[src/rtl/motoro3_pkg.sv]
// Shared types and constants for the motoro3 step sequencer and its step timer.
// Includes the FSM state encoding, step limits and the helpers used by the top level.
package motoro3_pkg;

    localparam int CNT_W  = 25;
    localparam int STEP_W = 4;
    localparam int CYC_W  = 16;

    localparam logic [STEP_W-1:0] STEP_MAX     = 4'd11;
    localparam logic [CNT_W-1:0]  STEP_LEN_MIN = 25'd4;
    localparam logic [STEP_W-1:0] HALF_END_A   = 4'd5;
    localparam logic [STEP_W-1:0] HALF_END_B   = 4'd11;

    typedef enum logic [1:0] {
        ST_IDLE     = 2'd0,
        ST_RUN      = 2'd1,
        ST_STOPPING = 2'd2
    } m3_state_e;

    // Steps shorter than four clocks would make the position strobes collide.
    function automatic logic [CNT_W-1:0] eff_len(input logic [CNT_W-1:0] len);
        return (len < STEP_LEN_MIN) ? STEP_LEN_MIN : len;
    endfunction

    function automatic logic [STEP_W-1:0] first_step(input logic rev);
        return rev ? STEP_MAX : '0;
    endfunction

    function automatic logic [STEP_W-1:0] next_step(input logic [STEP_W-1:0] step,
                                                    input logic rev);
        if (rev) return (step == '0) ? STEP_MAX : step - 4'd1;
        return (step == STEP_MAX) ? '0 : step + 4'd1;
    endfunction

endpackage

[src/rtl/motoro3_step_sequencer_if.sv]
// Control and status bundle of the step sequencer.
// The dirRev input exists only when M3_STEP_DIR_EN is defined.
interface motoro3_step_sequencer_if;
    import motoro3_pkg::*;

    logic              start;
    logic              stop;
    logic              abort;
    logic [CNT_W-1:0]  m3r_stepLen;
`ifdef M3_STEP_DIR_EN
    logic              dirRev;
`endif
    logic [STEP_W-1:0] sgStep;
    logic [CNT_W-1:0]  m3cnt;
    logic              m3cntFirst2;
    logic              m3cntFirst1;
    logic              m3cntLast2;
    logic              m3cntLast1;
    logic              pwmActive1;
    logic              pwmLastStep1;
    logic [CYC_W-1:0]  cycleCnt;
    logic              busy;

    modport master (
        output start, stop, abort, m3r_stepLen,
`ifdef M3_STEP_DIR_EN
        output dirRev,
`endif
        input  sgStep, m3cnt, m3cntFirst2, m3cntFirst1, m3cntLast2, m3cntLast1,
        input  pwmActive1, pwmLastStep1, cycleCnt, busy
    );

    modport slave (
        input  start, stop, abort, m3r_stepLen,
`ifdef M3_STEP_DIR_EN
        input  dirRev,
`endif
        output sgStep, m3cnt, m3cntFirst2, m3cntFirst1, m3cntLast2, m3cntLast1,
        output pwmActive1, pwmLastStep1, cycleCnt, busy
    );

endinterface

[src/rtl/motoro3_step_timer.sv]
// Per-step down-counter with position strobes; load captures the step length.
// Counts on the falling clock edge alongside the PWM generator.
module motoro3_step_timer
    import motoro3_pkg::*;
(
    input  logic             clk,
    input  logic             nRst,
    input  logic             i_clr,
    input  logic             i_load,
    input  logic [CNT_W-1:0] i_len,
    output logic [CNT_W-1:0] o_count,
    output logic             o_first2,
    output logic             o_first1,
    output logic             o_last2,
    output logic             o_last1
);

    logic [CNT_W-1:0] r_count;
    logic [CNT_W-1:0] r_len;
    logic             r_run;

    // NOTE: sequential state uses non-blocking assignments so every register
    // samples the pre-edge values of the others.
    always_ff @(negedge clk) begin
        if (nRst || i_clr) begin
            r_count <= '0;
            r_len   <= STEP_LEN_MIN;
            r_run   <= 1'b0;
        end else if (i_load) begin
            r_count <= i_len - 25'd1;
            r_len   <= i_len;
            r_run   <= 1'b1;
        end else if (r_run && (r_count != '0)) begin
            r_count <= r_count - 25'd1;
        end
    end

    assign o_count  = r_count;
    assign o_first2 = r_run && (r_count == r_len - 25'd1);
    assign o_first1 = r_run && (r_count == r_len - 25'd2);
    assign o_last2  = r_run && (r_count == 25'd1);
    assign o_last1  = r_run && (r_count == '0);

endmodule

[src/rtl/motoro3_step_sequencer.sv]
// 12-step commutation sequencer: IDLE/RUN/STOPPING control, step and cycle counting.
// Optional reverse stepping is enabled with the M3_STEP_DIR_EN macro.
module motoro3_step_sequencer
    import motoro3_pkg::*;
(
    input logic                     clk,
    input logic                     nRst,
    motoro3_step_sequencer_if.slave bus
);

    m3_state_e         r_state;
    m3_state_e         w_state_nxt;
    logic [STEP_W-1:0] r_step;
    logic [CYC_W-1:0]  r_cycle;
    logic              w_load;
    logic              w_clr;
    logic              w_dir_in;
    logic [STEP_W-1:0] w_end_step;
    logic [CNT_W-1:0]  w_count;
    logic              w_first2, w_first1, w_last2, w_last1;
    logic              w_busy;

`ifdef M3_STEP_DIR_EN
    logic r_dir;

    always_ff @(negedge clk) begin
        if (nRst)        r_dir <= 1'b0;
        else if (w_load) r_dir <= bus.dirRev;
    end

    assign w_dir_in   = bus.dirRev;
    assign w_end_step = r_dir ? '0 : STEP_MAX;
`else
    assign w_dir_in   = 1'b0;
    assign w_end_step = STEP_MAX;
`endif

    motoro3_step_timer u_timer (
        .clk      (clk),
        .nRst     (nRst),
        .i_clr    (w_clr),
        .i_load   (w_load),
        .i_len    (eff_len(bus.m3r_stepLen)),
        .o_count  (w_count),
        .o_first2 (w_first2),
        .o_first1 (w_first1),
        .o_last2  (w_last2),
        .o_last1  (w_last1)
    );

    // NOTE: every signal written here gets a default first, so no path can
    // leave one unassigned and infer a latch.
    always_comb begin
        w_state_nxt = r_state;
        w_load      = 1'b0;
        w_clr       = 1'b0;
        if (bus.abort) begin
            w_state_nxt = ST_IDLE;
            w_clr       = 1'b1;
        end else begin
            case (r_state)
                ST_IDLE: begin
                    if (bus.start) begin
                        w_state_nxt = ST_RUN;
                        w_load      = 1'b1;
                    end
                end
                ST_RUN: begin
                    if (bus.stop) w_state_nxt = ST_STOPPING;
                    if (w_last1)  w_load      = 1'b1;
                end
                ST_STOPPING: begin
                    if (w_last1) begin
                        if (r_step == w_end_step) begin
                            w_state_nxt = ST_IDLE;
                            w_clr       = 1'b1;
                        end else begin
                            w_load = 1'b1;
                        end
                    end
                end
                default: begin
                    w_state_nxt = ST_IDLE;
                    w_clr       = 1'b1;
                end
            endcase
        end
    end

    always_ff @(negedge clk) begin
        if (nRst) begin
            r_state <= ST_IDLE;
            r_step  <= '0;
            r_cycle <= '0;
        end else begin
            r_state <= w_state_nxt;
            if (w_clr)       r_step <= '0;
            else if (w_load) r_step <= (r_state == ST_IDLE) ? first_step(w_dir_in)
                                                            : next_step(r_step, w_dir_in);
            // Abort returns every output, the cycle count included, to its reset value.
            if (bus.abort)                                r_cycle <= '0;
            else if (w_last1 && (r_step == w_end_step))   r_cycle <= r_cycle + 16'd1;
        end
    end

    assign w_busy           = (r_state != ST_IDLE);
    assign bus.busy         = w_busy;
    assign bus.pwmActive1   = w_busy;
    assign bus.pwmLastStep1 = w_busy && ((r_step == HALF_END_A) || (r_step == HALF_END_B));
    assign bus.sgStep       = r_step;
    assign bus.cycleCnt     = r_cycle;
    assign bus.m3cnt        = w_count;
    assign bus.m3cntFirst2  = w_first2;
    assign bus.m3cntFirst1  = w_first1;
    assign bus.m3cntLast2   = w_last2;
    assign bus.m3cntLast1   = w_last1;

endmodule

[src/flat_wrapper.sv]
// flat-port wrapper written by rule: the top's interface ports become plain ports
module motoro3_step_sequencer_flat import motoro3_pkg::*;
  (clk, nRst, bus_start, bus_stop, bus_abort, bus_m3r_stepLen, bus_sgStep, bus_m3cnt, bus_m3cntFirst2, bus_m3cntFirst1, bus_m3cntLast2, bus_m3cntLast1, bus_pwmActive1, bus_pwmLastStep1, bus_cycleCnt, bus_busy);
  motoro3_step_sequencer_if bus_i ();
  input logic clk;
  input logic nRst;
  input wire logic [$bits(bus_i.start)-1:0] bus_start;
  input wire logic [$bits(bus_i.stop)-1:0] bus_stop;
  input wire logic [$bits(bus_i.abort)-1:0] bus_abort;
  input wire logic [$bits(bus_i.m3r_stepLen)-1:0] bus_m3r_stepLen;
  output wire logic [$bits(bus_i.sgStep)-1:0] bus_sgStep;
  output wire logic [$bits(bus_i.m3cnt)-1:0] bus_m3cnt;
  output wire logic [$bits(bus_i.m3cntFirst2)-1:0] bus_m3cntFirst2;
  output wire logic [$bits(bus_i.m3cntFirst1)-1:0] bus_m3cntFirst1;
  output wire logic [$bits(bus_i.m3cntLast2)-1:0] bus_m3cntLast2;
  output wire logic [$bits(bus_i.m3cntLast1)-1:0] bus_m3cntLast1;
  output wire logic [$bits(bus_i.pwmActive1)-1:0] bus_pwmActive1;
  output wire logic [$bits(bus_i.pwmLastStep1)-1:0] bus_pwmLastStep1;
  output wire logic [$bits(bus_i.cycleCnt)-1:0] bus_cycleCnt;
  output wire logic [$bits(bus_i.busy)-1:0] bus_busy;
  assign bus_i.start = bus_start;
  assign bus_i.stop = bus_stop;
  assign bus_i.abort = bus_abort;
  assign bus_i.m3r_stepLen = bus_m3r_stepLen;
  assign bus_sgStep = bus_i.sgStep;
  assign bus_m3cnt = bus_i.m3cnt;
  assign bus_m3cntFirst2 = bus_i.m3cntFirst2;
  assign bus_m3cntFirst1 = bus_i.m3cntFirst1;
  assign bus_m3cntLast2 = bus_i.m3cntLast2;
  assign bus_m3cntLast1 = bus_i.m3cntLast1;
  assign bus_pwmActive1 = bus_i.pwmActive1;
  assign bus_pwmLastStep1 = bus_i.pwmLastStep1;
  assign bus_cycleCnt = bus_i.cycleCnt;
  assign bus_busy = bus_i.busy;
  motoro3_step_sequencer u_core (.clk(clk), .nRst(nRst), .bus(bus_i));
endmodule
[config.mk]
export PLATFORM = sky130hd
export DESIGN_NAME = motoro3_step_sequencer_flat
export DESIGN_NICKNAME = d
export VERILOG_FILES = /design/src/rtl/motoro3_pkg.sv /design/src/rtl/motoro3_step_sequencer_if.sv /design/src/rtl/motoro3_step_timer.sv /design/src/rtl/motoro3_step_sequencer.sv /design/src/flat_wrapper.sv
export SDC_FILE = /design/constraint.sdc
export NUM_CORES = 1
export LEC_CHECK = 0
export CORE_MARGIN = 10
export CORE_UTILIZATION = 30
export CTS_CLUSTER_SIZE = 10
export DETAILED_ROUTE_END_ITERATION = 8
export DONT_BUFFER_PORTS = 1
export GPL_ROUTABILITY_DRIVEN = 0
export PLACE_DENSITY_LB_ADDON = 0.08
export SLEW_MARGIN = 20
export SYNTH_ARGS = -nofsm -noshare
export SYNTH_HDL_FRONTEND = slang
export SYNTH_SLANG_ARGS = --single-unit
[constraint.sdc]
create_clock -name clk -period 4.8 [get_ports clk]
set_clock_uncertainty 0.15 [all_clocks]
set_input_delay 0.96 -clock clk [delete_from_list [all_inputs] [get_ports clk]]
set_output_delay 0.96 -clock clk [all_outputs]
set_load 0.05 [all_outputs]
[After elaboration in Yosys (flattened, before gate mapping)]
Cells that the tools add are included.
Cells by class
  $add $sub $neg: 6
  reductions and logical operators: 18
  muxes and demuxes: 24
  magnitude comparators: 1
  equality and inequality tests: 11
Operator list (count)
  $mux W25: 3
  $sub A25 B1 Y25 const B: 3
  $eq A25 B25 Y1: 2
  $eq A25 B1 Y1 const B: 1
  $logic_not A25 Y1: 1
  $lt A25 B3 Y1 const B: 1
  $reduce_bool A25 Y1: 1
  $sub A25 B2 Y25 const B: 1
  $add A16 B1 Y16 const B: 1
  $mux W4: 3
  $mux W1: 11
  $mux W2: 4
  $logic_and A1 B1 Y1: 7
  $pmux W2 S3: 1
  $reduce_or A2 Y1: 3
  $add A4 B1 Y4 const B: 1
  $eq A4 B3 Y1 const B: 1
  $eq A4 B4 Y1 const B: 1
  $ne A2 B1 Y1 const B: 2
  $ne A2 B2 Y1 const B: 2
  $reduce_and A4 Y1: 1
  $reduce_bool A2 Y1: 2
  $pmux W1 S3: 1
  $eq A2 B1 Y1 const B: 1
  4 further kinds: 5
Storage, ports and cells
  output and inout bits: 52
  input port bits: 30
  flip-flop bits (word level): 73
  logic and storage cells: 66

[Logic depth before layout (Yosys ltp)]
Gate-level depths: netlist (run 1).
  depth after elaboration: 10
  mapped depth: 12
  mapped depth without buffers: 12

[By module]
Synthesis (run 1) repeated with hierarchy kept, for this count alone.
Unflattened totals
  cell total of the unflattened synthesis: 711
  area, all modules: 5577.8 um^2
By module, submodules not included
  motoro3_step_timer: area an instance 4272.8 um^2, seq. area each 1021.0 um^2, cells each 541, times used 1
  motoro3_step_sequencer: area an instance 1305.0 um^2, seq. area each 440.4 um^2, cells each 170, times used 1

==> run summary, run 1 <==
status: finished, violations left
failing checks: negative setup slack
Worst-Skew Late Latency: 0.42 ns
core region area: 17,400 um2
Yosys reg bits: 73
Gate power share: 23.2%
First DRT Iteration DRCs: 307
CTS H-tree depth: 3
Slew headroom: 42.9%
metal3 WL: 1570 um
remaining antenna violation count: 0
min-delay worst type: flop to flop
CTS sink cnt: 73
Max Cap Viol: 0
DR pass1 iterations: 5
critical path endpoint category: primary output
synth top area cells: dfxtp_1 (27%), xor2_1 (9.0%), xnor2_1 (6.9%), nand2_1 (6.5%), nor2_1 (5.9%)
Placement Rows: 48
Placed Cells: 1,068
Switch Pwr: 779 uW
final setup fails: 29
average size of a mapped cell: 7.52 um2
starting density of the core: 30.7%
filler-free cell count of the finished design: 1,173
die area: 23,500 um2
grt total ovfl: 0
Worst Hold Path EP: u_core.u_timer.r_len[24]
RSZ-0062 raised after global routing: yes
P per Cell Area: 247 nW/um2
Clock Path Buffers: 2
vias: 6,067
die span in x: 153 um
initial antenna violation count: 0
commonest non-fill, non-tap cell in the layout: buf_4
ys flop type: dfxtp_1
dpl hpwl: 17,300 um
synthesized area: 5340 um2
area leader, netlist: dfxtp_1
residual DRC count: 0
share of cells above drive strength 1: 36.4%
WS Path Type: flop to primary output
Root Driver: clkbuf_16
final hold violations: 0
clock slew at reported path FFs: 0.04 ns
syn_nets: 747
cell count of the worst reg-to-reg path: 8
r2r startpoint: u_core.u_timer.o_count[8]
number of global-route vias before repair: 6,163
Worst Path Arrival: 5.33 ns
WL/cell: 19.1 um
max-slew violation count: 0
IO buf count: 0
pre-CTS WS: -1.47 ns
Distinct cells, synth: 65
n_diodes: 0
first-pass GRT wire length: 33,900 um
commonest non-fill, non-tap cells in the layout: buf_4 (173), nand2_1 (88), inv_1 (82), nor2_1 (71), dfxtp_1 (53)
Hold Startpoint: u_core.u_timer.r_len[24]
Max Used Layer: met4
largest net degree at the start of global routing: 46
Tot GR Track Use: 18.1%
sequential area share after synthesis: 27.4%
cts bufs inserted: 9
Post-synth ARST share: 0%
sequential share of power: 31.1%
Worst Max-Slew Pin Slew: 0.853 ns
Yosys top cell area share: 27.4%
number of vias per cell: 5.17
warnings from Yosys: 0
Max VDD drop: 0.204 mV
r2r endpoint: u_core.u_timer.o_count[21]
internal power: 1270 uW
Die H: 153 um
hold depth: 2
CTS tree: yes
Critical Path RT: 3.69 ns
M1 WL: 9950 um
number of fill cells in the layout: 1,756
leak pwr: 0.00352 uW
Total Wirelength: 22,400 um
r2r setup slk: 1.71 ns
EDFF count, synth: 0
DR WL met2: 10,400 um
Worst Setup Start Kind: flop
switching share of total power: 38.1%
area delta synth->final: 55.2%
layout net count: 981
# IOs: 82
synthesized instance count: 709
Clk network pwr share: 45.7%
final setup margin: -1.64 ns
worst-path fanout max: 2
logic make-up (layout without fill, tap and decap cells):
kind of cell    after synthesis  count (layout)  share of synthesized area (%)
simple gates                339             339                           33.3
compound gates              128             128                           14.8
xor+xnor                     97              97                           15.9
flops                        73              73                           27.4
buf+inv                      57             296                           5.39
fa+ha+maj                     8               8                           1.88
mux                           7               7                           1.34
power by group through the flow:
stage | clock network [uW] | logic, uW | registers, uW
after global placement | 93.3 | 430 | 644
after global routing | 1030 | 511 | 637
final | 935 | 475 | 637
after CTS | 970 | 448 | 637
after detailed placement | 93.3 | 430 | 644
after floorplan | 93.3 | 230 | 675
flip-flops by register name (all words and copies together), names as in the netlist:
register / flops
u_core.bus.cycleCnt: 16
u_core.u_timer.o_count: 25
u_core.r_state: 2
u_core.u_timer.r_len: 25
u_core.bus.sgStep: 4
u_core.u_timer.r_run: 1
layer usage:
metal / vias to the layer above / track usage [%]
met3: 31 / 6.90
met2: 183 / 28.0
li1: 2972 / -
met1: 2881 / 21.5
met5: - / 0
met4: 0 / 8.50
cell type report:
class	instances	area (um2)	area share, %
clock buffers	9	225	2.72
clock inverters	80	335	4.05
inverters	15	82.6	0.997
multi-input cells	579	4270	51.6
flip-flops and latches	73	1510	18.2
well taps	225	282	3.40
repair buffers	192	1580	19.1
repair_timing:
item	CTS	global route
pin swaps	45	33
resized for setup	74	52
endpoints found under the setup margin	30	32
hold buffers	0	0
setup buffers	8	13
worst max-delay path by stage:
stage,start,endpoint,depth (start not counted)
floorplan,bus_m3r_stepLen[21],u_core.u_timer.o_count[22],11
global placement,bus_m3r_stepLen[21],u_core.u_timer.o_count[22],11
detailed placement,bus_m3r_stepLen[21],u_core.u_timer.o_count[22],11
CTS,u_core.u_timer.r_len[4],bus_m3cntFirst2,8
global route,u_core.u_timer.r_len[4],bus_m3cntFirst2,8
finish,u_core.u_timer.r_len[4],bus_m3cntFirst2,8
through the flow:
step	total power [uW]	cell area, um2	util [%]	hold slack [ns]	setup TNS [ns]
6_report	2050	8280	47.7	0.322	-15.37
5_1_grt	2180	8280	47.7	0.331	-17.81
4_1_cts	2050	7960	45.9	0.322	-15.01
3_5_place_dp	1170	7020	40.4	0.318	-28.51
3_3_place_gp	1170	7020	40.4	0.322	-26.93
2_1_floorplan	999	5600	-	0.293	-21.43
worst max-delay path, cell delays in order, from the launching register on:
cell       delay, ns
dfxtp_1         0.31
or4_4           0.57
nor4_4          0.28
xor2_1          0.21
nand3_1         0.11
nor4_2          0.17
nand4_1         0.24
a2111oi_4       0.45
buf_12          0.19
Yosys cell counts (4+ instances only):
cell / n
buf_6: 6
nand3_1: 24
xor2_1: 55
nor3_1: 30
or2_2: 4
and4_1: 4
and2_1: 4
o211ai_1: 5
dfxtp_1: 73
o21ai_0: 24
ha_1: 8
a21oi_1: 51
inv_1: 16
nor4_1: 19
buf_2: 15
nand2_1: 92
or3_1: 7
and3_1: 4
or4_1: 10
nand4_1: 14
nand2b_1: 11
o22ai_1: 4
mux2i_1: 6
a211oi_1: 15
a31oi_1: 4
xnor2_1: 42
clkbuf_1: 16
nor2_1: 84
(Power assumes the default switching activity.)
==> run 2: changes to the inputs <==
Settings changed: CAP_MARGIN from default to 20, CORE_UTILIZATION 30 to 44.
==> run summary, run 2 (synthesized netlist as in run 1, its figures left out) <==
status: finished, violations left
failing checks: negative setup slack
first-pass GRT wire length: 31,800 um
# IOs: 82
residual DRC count: 0
vias: 6,197
Core Util, Final: 68.7%
internal power: 1370 uW
Worst Path Arrival: 5.19 ns
leak pwr: 0.00355 uW
Gate power share: 22.1%
Worst Max-Slew Pin Slew: 0.632 ns
Die H: 130 um
Total Wirelength: 20,400 um
CTS H-tree depth: 3
cell count of the worst reg-to-reg path: 12
Worst Setup Start Kind: flop
Max Cap Viol: 0
Critical Path RT: 3.69 ns
remaining antenna violation count: 0
WL/cell: 18.6 um
RSZ-0062 raised after global routing: yes
CTS sink cnt: 73
Worst-Skew Late Latency: 0.43 ns
Clk network pwr share: 47.6%
worst-path fanout max: 3
CTS tree: yes
hold depth: 2
hold buffers post-CTS: 0
WS Path Type: flop to primary output
final setup fails: 29
switching share of total power: 35.4%
Switch Pwr: 749 uW
filler-free cell count of the finished design: 1,093
IO buf count: 0
number of vias per cell: 5.67
TNS Setup: -14.96 ns
number of global-route vias before repair: 6,369
Tot GR Track Use: 23.6%
number of fill cells in the layout: 981
dpl hpwl: 14,700 um
Placed Cells: 983
area delta synth->final: 53.9%
core region area: 12,000 um2
DR pass1 iterations: 5
Slew headroom: 57.6%
starting density of the core: 44.6%
die area: 16,900 um2
clock slew at reported path FFs: 0.03 ns
critical path endpoint category: primary output
commonest non-fill, non-tap cells in the layout: buf_4 (165), nand2_1 (89), inv_1 (84), nor2_1 (73), xor2_1 (53)
cts bufs inserted: 9
Root Driver: clkbuf_16
Max VDD drop: 0.161 mV
grt total ovfl: 0
P per Cell Area: 258 nW/um2
initial antenna violation count: 0
max-slew violation count: 0
die span in x: 130 um
final hold violations: 0
n_diodes: 0
Clock Path Buffers: 2
share of cells above drive strength 1: 35.8%
min-delay worst type: flop to flop
commonest non-fill, non-tap cell in the layout: buf_4
sequential share of power: 30.3%
layout net count: 979
final setup margin: -1.50 ns
Placement Rows: 40
largest net degree at the start of global routing: 48
First DRT Iteration DRCs: 535
## run 2: cell types whose count changed in the layout (fill, tap and decap cells not counted), sizes merged
cell    before  now
inv         92   89
buf        192  190
bufinv       0    2
clkinv       2    3
## run 2: final timing paths
kind                                                 from                          to  slack (ns)
worst max-delay path             u_core.u_timer.r_len[13]             bus_m3cntFirst2       -1.50
worst min-delay path             u_core.u_timer.r_len[24]    u_core.u_timer.r_len[24]        0.33
worst max register to register  u_core.u_timer.o_count[3]  u_core.u_timer.o_count[11]        1.72
worst min register to register   u_core.u_timer.r_len[24]    u_core.u_timer.r_len[24]        0.33
## run 2: metrics by stage
step           power, uW  instance area [um2]  setup slack, ns  hold WS (ns)
4_1_cts             2110                 7990            -1.48         0.328
5_1_grt             2240                 8210            -1.64         0.360
3_5_place_dp        1150                 6890            -1.41         0.324
2_1_floorplan        999                 5600            -1.29         0.293
3_3_place_gp        1150                 6890            -1.36         0.303
6_report            2120                 8210            -1.50         0.328
## run 2: final cells by class
type	instances	area (um2)	area share (%)
Clock buffer	9	225	2.74
Clock inverter	80	375	4.57
Inverter	15	70.1	0.853
Multi-Input combinational cell	579	4260	51.9
Sequential cell	73	1510	18.4
Tap cell	147	184	2.24
Timing Repair Buffer	190	1590	19.4
## run 2: worst max-delay path, cell delays in order (launching register included)
cell and delay [ns]:
dfxtp_1 0.31, buf_4 0.14, or4_4 0.55, nor2_4 0.11, nor4b_4 0.20, xnor2_1 0.17, a21boi_0 0.14, o32a_1 0.21
a2111oi_4 0.39, buf_12 0.18
## run 2: timing repair
action | CTS | global route
setup endpoints to repair | 32 | 30
pin swaps | 41 | 31
setup buffers | 17 | 10
resized for setup | 87 | 35
cloned | 1 | 0
## run 2: power by group through the flow
stage	combinational (uW)	clock, uW	sequential, uW
floorplan	230	93.3	675
global placement	407	93.3	646
detailed placement	411	93.3	646
CTS	446	1030	639
global route	500	1100	640
finish	468	1010	641
## run 2: metal layers
metal	GRT usage, %	up-vias	wire length [um]
met2	38.9	246	9870
met3	8.15	51	1600
met4	9.92	0	602
met1	27.4	2931	8300
met5	0	-	0
li1	-	2969	-
